### config.mk
export PLATFORM = sky130hd
export DESIGN_NAME = iter_mul
export DESIGN_NICKNAME = d
export VERILOG_FILES = /design/src/rtl/iter_mul.sv
export SDC_FILE = /design/constraint.sdc
export NUM_CORES = 1
export LEC_CHECK = 0
export ABC_AREA = 1
export CELL_PAD_IN_SITES_DETAIL_PLACEMENT = 0
export CELL_PAD_IN_SITES_GLOBAL_PLACEMENT = 2
export CORE_ASPECT_RATIO = 0.8
export CORE_MARGIN = 3
export CORE_UTILIZATION = 28
export CTS_BUF_LIST = sky130_fd_sc_hd__clkbuf_8 sky130_fd_sc_hd__clkbuf_16
export CTS_CLUSTER_DIAMETER = 50
export DETAILED_ROUTE_END_ITERATION = 12
export GPL_ROUTABILITY_DRIVEN = 0
export PLACE_DENSITY = 0.86
export SYNTH_ARGS = -nofsm -noshare
export SYNTH_HDL_FRONTEND = slang
export SYNTH_SLANG_ARGS = --single-unit
export TNS_END_PERCENT = 100
### constraint.sdc
create_clock -name clk -period 3.4 [get_ports clk]
set_input_delay 0.34 -clock clk [delete_from_list [all_inputs] [get_ports clk]]
set_output_delay 0.34 -clock clk [all_outputs]
set_load 0.01 [all_outputs]
### src/rtl/iter_mul.sv
`default_nettype none
// ============================================================================
// Module   : iter_mul
// Purpose  : Iterative shift-add multiplier for the execute-stage HI/LO unit.
//            Handles signed (MULT) and unsigned (MULTU) operands with one
//            datapath. Signed operands are converted to magnitudes, multiplied
//            unsigned one multiplier bit per cycle, and the 2*WIDTH product is
//            negated at the end if the operand signs differed.
// Ports    : clk        rising-edge clock
//            rst        synchronous active-high reset
//            start      request, sampled when idle or in the done cycle
//            is_signed  1 = two's-complement operands, sampled with start
//            a, b       multiplicand / multiplier, sampled with start
//            busy       high while iterating (registered)
//            done       one-cycle pulse, hi/lo valid (registered)
//            hi, lo     upper / lower half of the product, held until next done
// Options  : MUL_EARLY_EXIT_EN - finish as soon as the remaining multiplier
//            bits are all zero instead of always running WIDTH iterations.
// Revision : 1.0 - initial release
// ============================================================================
module iter_mul #(
    parameter int WIDTH = 32
) (
    input  logic             clk,
    input  logic             rst,
    input  logic             start,
    input  logic             is_signed,
    input  logic [WIDTH-1:0] a,
    input  logic [WIDTH-1:0] b,
    output logic             busy,
    output logic             done,
    output logic [WIDTH-1:0] hi,
    output logic [WIDTH-1:0] lo
);

    localparam int               c_cnt_w = $clog2(WIDTH) + 1;
    localparam logic [c_cnt_w-1:0] c_last  = c_cnt_w'(WIDTH - 1);
    localparam logic [c_cnt_w-1:0] c_one   = c_cnt_w'(1);

    typedef enum logic [1:0] {
        S_IDLE = 2'd0,
        S_BUSY = 2'd1,
        S_DONE = 2'd2
    } state_t;

    state_t               r_state;
    logic [2*WIDTH-1:0]   r_mcand;
    logic [WIDTH-1:0]     r_mplier;
    logic [2*WIDTH-1:0]   r_acc;
    logic [c_cnt_w-1:0]   r_cnt;
    logic                 r_neg;

    logic [WIDTH-1:0]     w_a_mag;
    logic [WIDTH-1:0]     w_b_mag;
    logic                 w_neg;
    logic                 w_accept;
    logic [2*WIDTH-1:0]   w_addend;
    logic [2*WIDTH-1:0]   w_acc_sum;
    logic [2*WIDTH-1:0]   w_product;
    logic                 w_last;

    // The most negative value negates to itself, which is exactly its
    // magnitude when read as unsigned, so no special case is needed.
    assign w_a_mag  = (is_signed && a[WIDTH-1]) ? (-a) : a;
    assign w_b_mag  = (is_signed && b[WIDTH-1]) ? (-b) : b;
    assign w_neg    = is_signed & (a[WIDTH-1] ^ b[WIDTH-1]);

    // A new request is taken in IDLE and also in the DONE cycle (back-to-back).
    assign w_accept = start && ((r_state == S_IDLE) || (r_state == S_DONE));

    assign w_addend  = r_mplier[0] ? r_mcand : '0;
    assign w_acc_sum = r_acc + w_addend;
    // Final sign fix-up uses this cycle's sum so the last partial product
    // is included.
    assign w_product = r_neg ? (-w_acc_sum) : w_acc_sum;

`ifdef MUL_EARLY_EXIT_EN
    // The accumulator is never shifted, so stopping once no multiplier bits
    // remain leaves the result unchanged.
    assign w_last = (r_cnt == c_last) || (r_mplier[WIDTH-1:1] == '0);
`else
    assign w_last = (r_cnt == c_last);
`endif

    always_ff @(posedge clk) begin
        if (rst) begin
            r_state  <= S_IDLE;
            r_mcand  <= '0;
            r_mplier <= '0;
            r_acc    <= '0;
            r_cnt    <= '0;
            r_neg    <= 1'b0;
            busy     <= 1'b0;
            done     <= 1'b0;
            hi       <= '0;
            lo       <= '0;
        end else if (w_accept) begin
            r_state  <= S_BUSY;
            r_mcand  <= {{WIDTH{1'b0}}, w_a_mag};
            r_mplier <= w_b_mag;
            r_acc    <= '0;
            r_cnt    <= '0;
            r_neg    <= w_neg;
            busy     <= 1'b1;
            done     <= 1'b0;
        end else begin
            case (r_state)
                S_IDLE: begin
                    busy <= 1'b0;
                    done <= 1'b0;
                end
                S_BUSY: begin
                    r_acc    <= w_acc_sum;
                    r_mcand  <= r_mcand << 1;
                    r_mplier <= r_mplier >> 1;
                    r_cnt    <= r_cnt + c_one;
                    if (w_last) begin
                        r_state  <= S_DONE;
                        busy     <= 1'b0;
                        done     <= 1'b1;
                        {hi, lo} <= w_product;
                    end
                end
                S_DONE: begin
                    r_state <= S_IDLE;
                    done    <= 1'b0;
                end
                default: begin
                    r_state <= S_IDLE;
                    busy    <= 1'b0;
                    done    <= 1'b0;
                end
            endcase
        end
    end

endmodule
`default_nettype wire

After elaboration in Yosys (flattened, before gate mapping)
Index checks and enable logic that the tools add are counted.
{"block": "totals", "out_inout_bits": 66, "wordCells": 55, "reg_bits": 235, "input_bits": 68}
{"block": "op_classes", "reduce_logical": 12, "n_mux": 14, "addsub": 5, "bitwise_logic": 5, "n_eq_ne": 7}
{"cell": "two-way mux 32 bit", "count": 6}
{"cell": "two-way mux 64 bit", "count": 2}
{"cell": "adder 64 bit", "count": 1}
{"cell": "negator 32 bit", "count": 2}
{"cell": "negator 64 bit", "count": 1}
{"cell": "adder 6 x 1 -> 6 bit, second input constant", "count": 1}
{"cell": "equality test 6 x 5 -> 1 bit, second input constant", "count": 1}
{"cell": "!= test 2 bit, second input constant", "count": 3}
{"cell": "AND reduction 2 bit", "count": 3}
{"cell": "one-hot mux 2 bit (2 select lines)", "count": 1}
{"cell": "logical AND 1 bit", "count": 3}
{"cell": "two-way mux 1 bit", "count": 3}
{"cell": "!= test 3 bit, second input constant", "count": 1}
{"cell": "inverter 1 bit", "count": 3}
{"cell": "AND reduction 3 bit", "count": 1}
{"cell": "OR reduction 3 bit", "count": 1}
{"cell": "equality test 2 x 1 -> 1 bit, second input constant", "count": 1}
{"cell": "equality test 2 bit, second input constant", "count": 1}
{"cell": "logical NOT 2 bit", "count": 1}
{"cell": "two-way mux 2 bit", "count": 1}
{"cell": "one-hot mux 1 bit (2 select lines)", "count": 1}
{"cell": "nonzero test 2 bit", "count": 1}
{"cell": "OR reduction 2 bit", "count": 1}
{"cell": "AND 1 bit", "count": 1}
{"cell": "other kinds (2)", "count": 2}

Depth between registers and ports, before layout
Gate-level depths: netlist of run 1.
{"block": "depth", "ltp_word": 5, "mapped_depth": 30, "mapped_depth_nobuf": 28}

Worst setup path before layout of run 1
OpenSTA, ideal clock, no wires.
{"block": "synth_timing", "path_kind": "register -> register", "from": "reg r_mplier[0]", "to": "reg hi[11]", "required_time_ps": 3291, "path_slack_ps": 32, "setup_time_ps": 109, "stages_incl_launch_ff": 28, "synth_period_minus_slack_ps": 3368, "t_arrival_ps": 3259, "path_buffers": 2, "cell_sequence": "dfxtp_1 -> clkbuf_1 -> clkbuf_1 -> nand2_1 -> inv_1 -> ha_1 -> inv_1 -> fa_1 -> inv_1 -> nand3_1 -> nand2_2 -> nand2_2 -> nand2_2 -> nand2_2 -> nand3_2 -> nand2_2 -> nor2_4 -> nand2_1 -> nor2_4 -> nand2_2 -> nor2_4 -> nand2_2 -> o21ai_2 -> inv_1 -> nand2_1 -> nand3_1 -> nand2_1 -> inv_1"}
{"block": "synth_via", "elab_chain_cells": 4}
{"element": "from (decl)", "line": "48", "text": "logic [WIDTH-1:0] r_mplier;"}
{"element": "from (signal assigned)", "line": "100", "text": "r_mplier <= w_b_mag;"}
{"element": "from (signal assigned)", "line": "115", "text": "r_mplier <= r_mplier >> 1;"}
{"element": "two-way mux 64 bit *", "line": "71", "text": "assign w_addend = r_mplier[0] ? r_mcand : '0;"}
{"element": "adder 64 bit *", "line": "72", "text": "assign w_acc_sum = r_acc + w_addend;"}
{"element": "negator 64 bit", "line": "75", "text": "assign w_product = r_neg ? (-w_acc_sum) : w_acc_sum;"}
{"element": "two-way mux 64 bit *", "line": "75"}
{"element": "to (signal assigned)", "line": "121", "text": "{hi, lo} <= w_product;"}
{"element": "to (decl)", "line": "32", "text": "output logic [WIDTH-1:0] hi,"}
Mark *: on every way between the ends. The rest lies on a longest branch, timed or not.
A chain may end at the register's enable or synchronous reset.

Worst setup path after layout of run 1
{"block": "layout_timing", "from": "reg r_mplier[0]", "to": "reg hi[17]"}
Same word-level chain as after synthesis.

==> results of run 1 <==
==> cell usage after synthesis (all sizes together), types with 2 or more instances <==
| cell | number | area [um^2] |
|---|---|---|
| or2 | 6 | 37.5 |
| nand3b | 5 | 37.5 |
| nand3 | 175 | 926 |
| o21bai | 6 | 45.0 |
| a31oi | 10 | 62.6 |
| clkbuf | 90 | 338 |
| nor2 | 354 | 1410 |
| a21oi | 209 | 1050 |
| nor3b | 2 | 15.0 |
| o31ai | 2 | 15.0 |
| o211ai | 80 | 601 |
| nor3 | 37 | 205 |
| dfxtp | 235 | 4700 |
| xor2 | 40 | 350 |
| buf | 13 | 52.6 |
| o221ai | 9 | 78.8 |
| xnor2 | 20 | 175 |
| o21ai | 162 | 815 |
| nand4 | 29 | 181 |
| clkinv | 3 | 11.3 |
| nor4 | 5 | 31.3 |
| inv | 604 | 2270 |
| and2 | 4 | 25.0 |
| nand2 | 1291 | 4940 |
| ha | 67 | 838 |
==> power by group <==
group	leakage, nW	switching [mW]	internal [mW]	total (mW)
Sequential	1.91	0.111	2.87	2.98
Clock	0.739	1.72	2.83	4.55
Combinational	11.3	1.33	0.924	2.26
==> layer usage <==
layer,part of all wire,GRT usage
met5,0,0
met4,0.018,0.0476
met3,0.070,0.0357
met2,0.39,0.303
met1,0.52,0.331
==> path summary, 6_finish.rpt <==
check,endpoint,slack [ns],depth (start not counted)
setup reg to reg,hi[17],0.06,25
hold reg to reg,r_mplier[2],0.46,2
hold / removal,done,0.16,2
setup / recovery,hi[17],0.06,25
==> sequential cells by signal, indices dropped and copies added, names as in the netlist, 2 cells and up <==
signal and flops:
r_mplier 32, r_acc 64, r_mcand 64, lo 32, r_cnt 6, hi 32, r_state 2
==> layout make-up <==
cell class                      count  area (um^2)
Fill cell                        7492        39900
Multi-Input combinational cell   2518        13900
Sequential cell                   235         4710
Timing Repair Buffer              513         4320
Inverter                          607         2280
Tap cell                          913         1140
Clock buffer                       47         1130
Clock inverter                     32          365
==> cell families (layout without fill, tap and decap cells) <==
| logic type | after synthesis | in the layout | synth area share |
|---|---|---|---|
| AND/OR/NAND/NOR | 1909 | 1909 | 0.406 |
| buffers and inverters | 710 | 1199 | 0.139 |
| AO/OA/AOI/OAI | 481 | 481 | 0.140 |
| flip-flops | 235 | 235 | 0.244 |
| adder cells (fa/ha/maj) | 68 | 68 | 0.0445 |
| XOR/XNOR | 60 | 60 | 0.0273 |
==> stage by stage <==
stage | instances | hold slack [ns] | TNS, ns
after floorplan | 3463 | 0.441 | 0
after global placement | 4756 | 0.453 | -5.17
after detailed placement | 4756 | 0.455 | -5.53
after CTS | 4838 | 0.141 | -0.00296
after global routing | 4865 | 0.172 | -2.76
final | 4865 | 0.159 | 0
==> what timing repair did <==
action | in CTS | in global routing
setup endpoints to repair | 30 | 51
pin swaps | 6 | 68
buffers inserted | 3 | 26
resized for setup | 73 | 465
cloned | 0 | 1
==> metrics, run 1 <==
actual transition at the worst max-transition pin=0.911 ns; Via Count=22800; predominant post-synthesis flop cell=sky130_fd_sc_hd__dfxtp_1; pin count of the biggest net entering global routing=176; stage delay of the slowest cell on the critical path=0.38 ns; minimum clock period after layout=3.34 ns; RSZ-0062 raised after global routing=yes; total power=9.79 mW; number of antenna violations at the first check in global routing=1; clock tree from TritonCTS=built; count of H-tree levels built during CTS=2; summed instance area of the synthesized netlist=0.0193 mm^2; placed wire-length estimate after detailed placement=61.9 mm; worst hold path startpoint=rst; pre-CTS setup slack=-0.502 ns; first element of the critical path=r_mplier[0]; number of hold buffers added after cts=0; final hold violation count=0; count of final max-slew check failures=0; total cell area at the placement stage=0.0241 mm^2; FFs w/ async S/R, synth=0; Final Core Density=0.411; Post-Route WL=80.2 mm; static leakage=13.9 nW; leading cell type in the layout, fill and taps excluded=sky130_fd_sc_hd__nand2_1; kind of start point of the critical path=flip-flop; detailed-route vias per instance=4.68; count of unresolved DRC violations after routing=0; crit path buf inv count=8; post-detailed-route count of antenna-violating nets=0; Reg-to-Reg Start=r_mplier[0]; grt total ovfl=0; run status=finished clean; area added between synthesis and finish=44.7%; critical path's slowest cell=sky130_fd_sc_hd__dfxtp_4; core box area=0.0677 mm^2; IO buf count=133; type of the worst min-delay path=in -> reg; distinct cell type count after synthesis=40; worst clock skew=0.0297 ns; relative max-transition margin=0.393; number of standard cells after synthesis=3463; cell family with the largest share of critical-path delay=simple AND/OR/NAND/NOR gates; Die Width=299 um; clock-pin slew reported for the worst setup and hold paths after clock tree synthesis=0.06 ns; fraction of final layout cells sized beyond drive strength 1=0.244; Yosys Warn Count=0; post-synthesis register bit count=235; Die H=241 um; commonest cells after routing, fill and taps aside=sky130_fd_sc_hd__nand2_1, sky130_fd_sc_hd__inv_1, sky130_fd_sc_hd__buf_4; Routed wire per std cell=16.5 um; worst-skew pair later-pin latency=0.59 ns; global-route wire length before repair=119 mm; Power per Cell Area=351 mW/mm^2; Total GRT Usage=0.213; kind of critical path=reg -> reg; Setup-failing EPs final=0; maximum count of clock buffers along a single path=3; count of inserted antenna diode cells=0; maximum capacitance violations=0; clk sink count=235; CTS root buffer=sky130_fd_sc_hd__clkbuf_16; largest fanout on the critical path=15; worst path arrival time=3.83 ns; starting DRC count in detailed routing=1680; post-layout worst setup margin=0.0574 ns; post-route clock period utilization=0.983; VDD IR max=0.000338 V; vias in the first global route=20700; register area share after synthesis=0.244; total iterations of the first detailed-routing run=5; endpoint type of the worst setup path=flip-flop; maximum frequency from static timing analysis=0.299 GHz; number of top-level pins=134; clock buffer count from CTS=43; number of enable flip-flop cells after synthesis=0; synthesized area per cell=5.56 um^2; Total Nets Final=4054; number of nets produced by synthesis=3599; initial core utilization=0.284; number of cell rows=85; dominant cell type by count on the critical path=sky130_fd_sc_hd__nand2_1; post-route cell area=0.0279 mm^2; die outline area=0.0720 mm^2; CP Data Required Time=3.89 ns
No activity file was read; power rests on OpenSTA's default activity.
==> run 2, diff against run 1 <==
--- a/config.mk
+++ b/config.mk
@@ -8,14 +8,14 @@
 export ABC_AREA = 1
 export CELL_PAD_IN_SITES_DETAIL_PLACEMENT = 0
 export CELL_PAD_IN_SITES_GLOBAL_PLACEMENT = 2
-export CORE_ASPECT_RATIO = 0.8
+export CORE_ASPECT_RATIO = 1.75
 export CORE_MARGIN = 3
 export CORE_UTILIZATION = 28
 export CTS_BUF_LIST = sky130_fd_sc_hd__clkbuf_8 sky130_fd_sc_hd__clkbuf_16
 export CTS_CLUSTER_DIAMETER = 50
 export DETAILED_ROUTE_END_ITERATION = 12
 export GPL_ROUTABILITY_DRIVEN = 0
-export PLACE_DENSITY = 0.86
+export PLACE_DENSITY = 0.79
 export SYNTH_ARGS = -nofsm -noshare
 export SYNTH_HDL_FRONTEND = slang
 export SYNTH_SLANG_ARGS = --single-unit
==> run 2 against run 1 <==
The run now ends with negative setup slack left. Largest power group unchanged. Critical path depth up 1. Worst hold slack improved by 0.034 ns. Clock-buffer cell count is 6 lower. Setup slack got worse by 0.13 ns. Largest cell class unchanged. Sequential share of layout area down 0.70 points. Fmax decreased by 3.8%. Sequential cell count unchanged. Die area up 0.14%. Routed wire length is 11% higher. Total power shrank 0.67%. Combinational power is 8.8% higher. Non-clock buffer count is 90 higher.
==> metrics, run 2 (synthesized netlist as in run 1, its figures left out) <==
worst hold stages=2 (unchanged); fraction of final layout cells sized beyond drive strength 1=0.287 (+0.0432); maximum count of clock buffers along a single path=3 (unchanged); placed wire-length estimate after detailed placement=72.0 mm (+16%); minimum clock period after layout=3.47 ns (+0.131 ns); die outline area=0.0721 mm^2 (+0.14%); top flop regs=r_acc: 64 flops, r_mcand: 64 flops; count of H-tree levels built during CTS=2 (unchanged); worst-skew pair later-pin latency=0.57 ns (-0.02 ns); clock buffer count from CTS=35 (-19%); grt total ovfl=0 (unchanged); largest fanout on the critical path=7 (-8); post-route clock period utilization=1.02 (+0.0387); actual transition at the worst max-transition pin=0.918 ns (+0.00663 ns); CTS root buffer=sky130_fd_sc_hd__clkbuf_16; dominant cell type by count on the critical path=sky130_fd_sc_hd__nand2_2; number of top-level pins=134 (unchanged); post-detailed-route count of antenna-violating nets=0 (unchanged); type of the worst min-delay path=in -> reg; clk sink count=235 (unchanged); Setup-failing EPs final=12 (+12); wire length on met2=47.7 mm (+51%); number of cell rows=126 (+48%); relative max-transition margin=0.388 (-0.00442); internal power consumption=6.65 mW (+0.50%); commonest cells after routing, fill and taps aside=sky130_fd_sc_hd__nand2_1, sky130_fd_sc_hd__inv_1, sky130_fd_sc_hd__buf_4; CP Data Required Time=3.84 ns (-0.05 ns); Via Count=23100 (+1.6%); post-layout worst setup margin=-0.0741 ns (-0.131 ns); endpoint type of the worst setup path=flip-flop; post-route cell area=0.0291 mm^2 (+4.3%); total iterations of the first detailed-routing run=5 (unchanged); switching portion of total power=0.315 (-0.00799); Total GRT Usage=0.238 (+0.0251); Gate power share=0.253 (+0.022); number of hold buffers added after cts=0 (unchanged); Worst Hold End=done; violated checks=negative setup slack; count of inserted antenna diode cells=0 (unchanged); Power per Cell Area=334 mW/mm^2 (-4.8%); maximum frequency from static timing analysis=0.288 GHz (-3.8%); leading cell type in the layout, fill and taps excluded=sky130_fd_sc_hd__nand2_1; R2R depth=26 (+4.0%); worst path arrival time=3.92 ns (+0.09 ns); starting DRC count in detailed routing=959 (-43%); worst hold path startpoint=rst; total power=9.72 mW (-0.67%); kind of critical path=reg -> reg; pre-CTS setup slack=-0.385 ns (+0.116 ns); count of final max-slew check failures=0 (unchanged); number of antenna violations at the first check in global routing=0 (-1); vias in the first global route=22800 (+10%); total cell area at the placement stage=0.0248 mm^2 (+2.8%); IO buf count=133 (unchanged); kind of start point of the critical path=flip-flop; register-to-register setup slack=-0.07 ns (-0.13 ns); clock tree from TritonCTS=built; Sequential Power Share=0.307 (+0.003); run status=finished, violations left; Total Nets Final=4136 (+2.0%); global-route wire length before repair=131 mm (+9.5%); count of unresolved DRC violations after routing=0 (unchanged); static leakage=14.5 nW (+4.1%); number of fillers in the final layout=7490 (-0.027%); FF/Latch Area=0.00471 mm^2 (unchanged); Reg-to-Reg Start=r_mplier[0]; area added between synthesis and finish=50.9%; clock-pin slew reported for the worst setup and hold paths after clock tree synthesis=0.06 ns (about the same); initial core utilization=0.284 (about the same); R2R Path End=hi[15]; Post-Route WL=89.2 mm (+11%); critical path's slowest cell=sky130_fd_sc_hd__dfxtp_4; core box area=0.0678 mm^2 (about the same); stage delay of the slowest cell on the critical path=0.47 ns (+0.09 ns); pin count of the biggest net entering global routing=79 (-55%); worst clock skew=0.0243 ns (-0.00545 ns); Routed wire per std cell=18.1 um (+9.9%); VDD IR max=0.000282 V (-17%); detailed-route vias per instance=4.70 (+0.40%); Die Width=204 um (-32%); Die H=353 um (+47%); highest metal layer with signal wires=met4; wire length on met3=2.36 mm (-58%); area used by multi-input combinational logic=0.0144 mm^2 (+3.4%); final hold violation count=0 (unchanged); Switching Power=3.07 mW (-3.1%); part of the power in the clock network=0.441 (-0.024); met1 WL=29.2 mm (-30%); maximum capacitance violations=0 (unchanged); RSZ-0062 raised after global routing=yes
run 2: how the worst max path moves through the flow:
| stage | startpoint | to | depth (start not counted) | slack (ns) |
|---|---|---|---|---|
| finish | r_mplier[0] | hi[15] | 26 | -0.07 |
| global route | r_mplier[0] | hi[31] | 28 | -0.25 |
| CTS | r_mplier[0] | hi[31] | 26 | -0.09 |
| detailed placement | r_mplier[0] | hi[31] | 24 | -0.39 |
| global placement | r_mplier[0] | hi[31] | 24 | -0.40 |
| floorplan | r_mplier[0] | hi[11] | 27 | 0.03 |
run 2: layout make-up:
cell class,instances,share of cell area
inverter,607,0.0785
clock inverter,22,0.0128
multi-input combinational,2518,0.495
sequential,235,0.162
tap,896,0.0386
timing repair buffer,603,0.179
clock buffer,41,0.0337
run 2: timing repair:
item	in CTS	in global routing
setup buffers	2	32
endpoints found under the setup margin	45	51
endpoints found under the hold margin	0	0
pin swaps	7	126
gates resized for setup	104	596
gates cloned	0	6
run 2: metrics by stage:
| stage | std cells | util | TNS [ns] | hold slack, ns |
|---|---|---|---|---|
| 4_1_cts | 4884 | 0.390 | -0.529 | 0.167 |
| 3_3_place_gp | 4819 | 0.365 | -9.10 | 0.452 |
| 2_1_floorplan | 3463 | - | 0 | 0.441 |
| 3_5_place_dp | 4819 | 0.365 | -8.10 | 0.457 |
| 5_1_grt | 4922 | 0.429 | -6.47 | 0.220 |
| 6_report | 4922 | 0.429 | -0.339 | 0.193 |
run 2: routing by layer:
| layer | global-route usage | vias to the layer above |
|---|---|---|
| met4 | 0.207 | 0 |
| met2 | 0.462 | 489 |
| met1 | 0.213 | 10600 |
| met5 | 0 | - |
| met3 | 0.0264 | 258 |
| li1 | - | 11800 |
run 2: worst max-delay path, delay by kind of cell (launching register included):
family / cells / cell delay (ns)
buffers and inverters: 8 / 0.83
flip-flops: 1 / 0.47
adder cells (fa/ha/maj): 2 / 0.52
AO/OA/AOI/OAI: 1 / 0.08
AND/OR/NAND/NOR: 15 / 1.45
run 2: power groups by stage:
stage / sequential, mW / clock (mW) / combinational, mW
2_1_floorplan: 2.97 / 0 / 1.08
3_3_place_gp: 3.02 / 0 / 2.03
3_5_place_dp: 3.02 / 0 / 2.02
4_1_cts: 2.96 / 4.39 / 2.09
5_1_grt: 2.99 / 4.49 / 2.68
6_report: 2.98 / 4.28 / 2.46
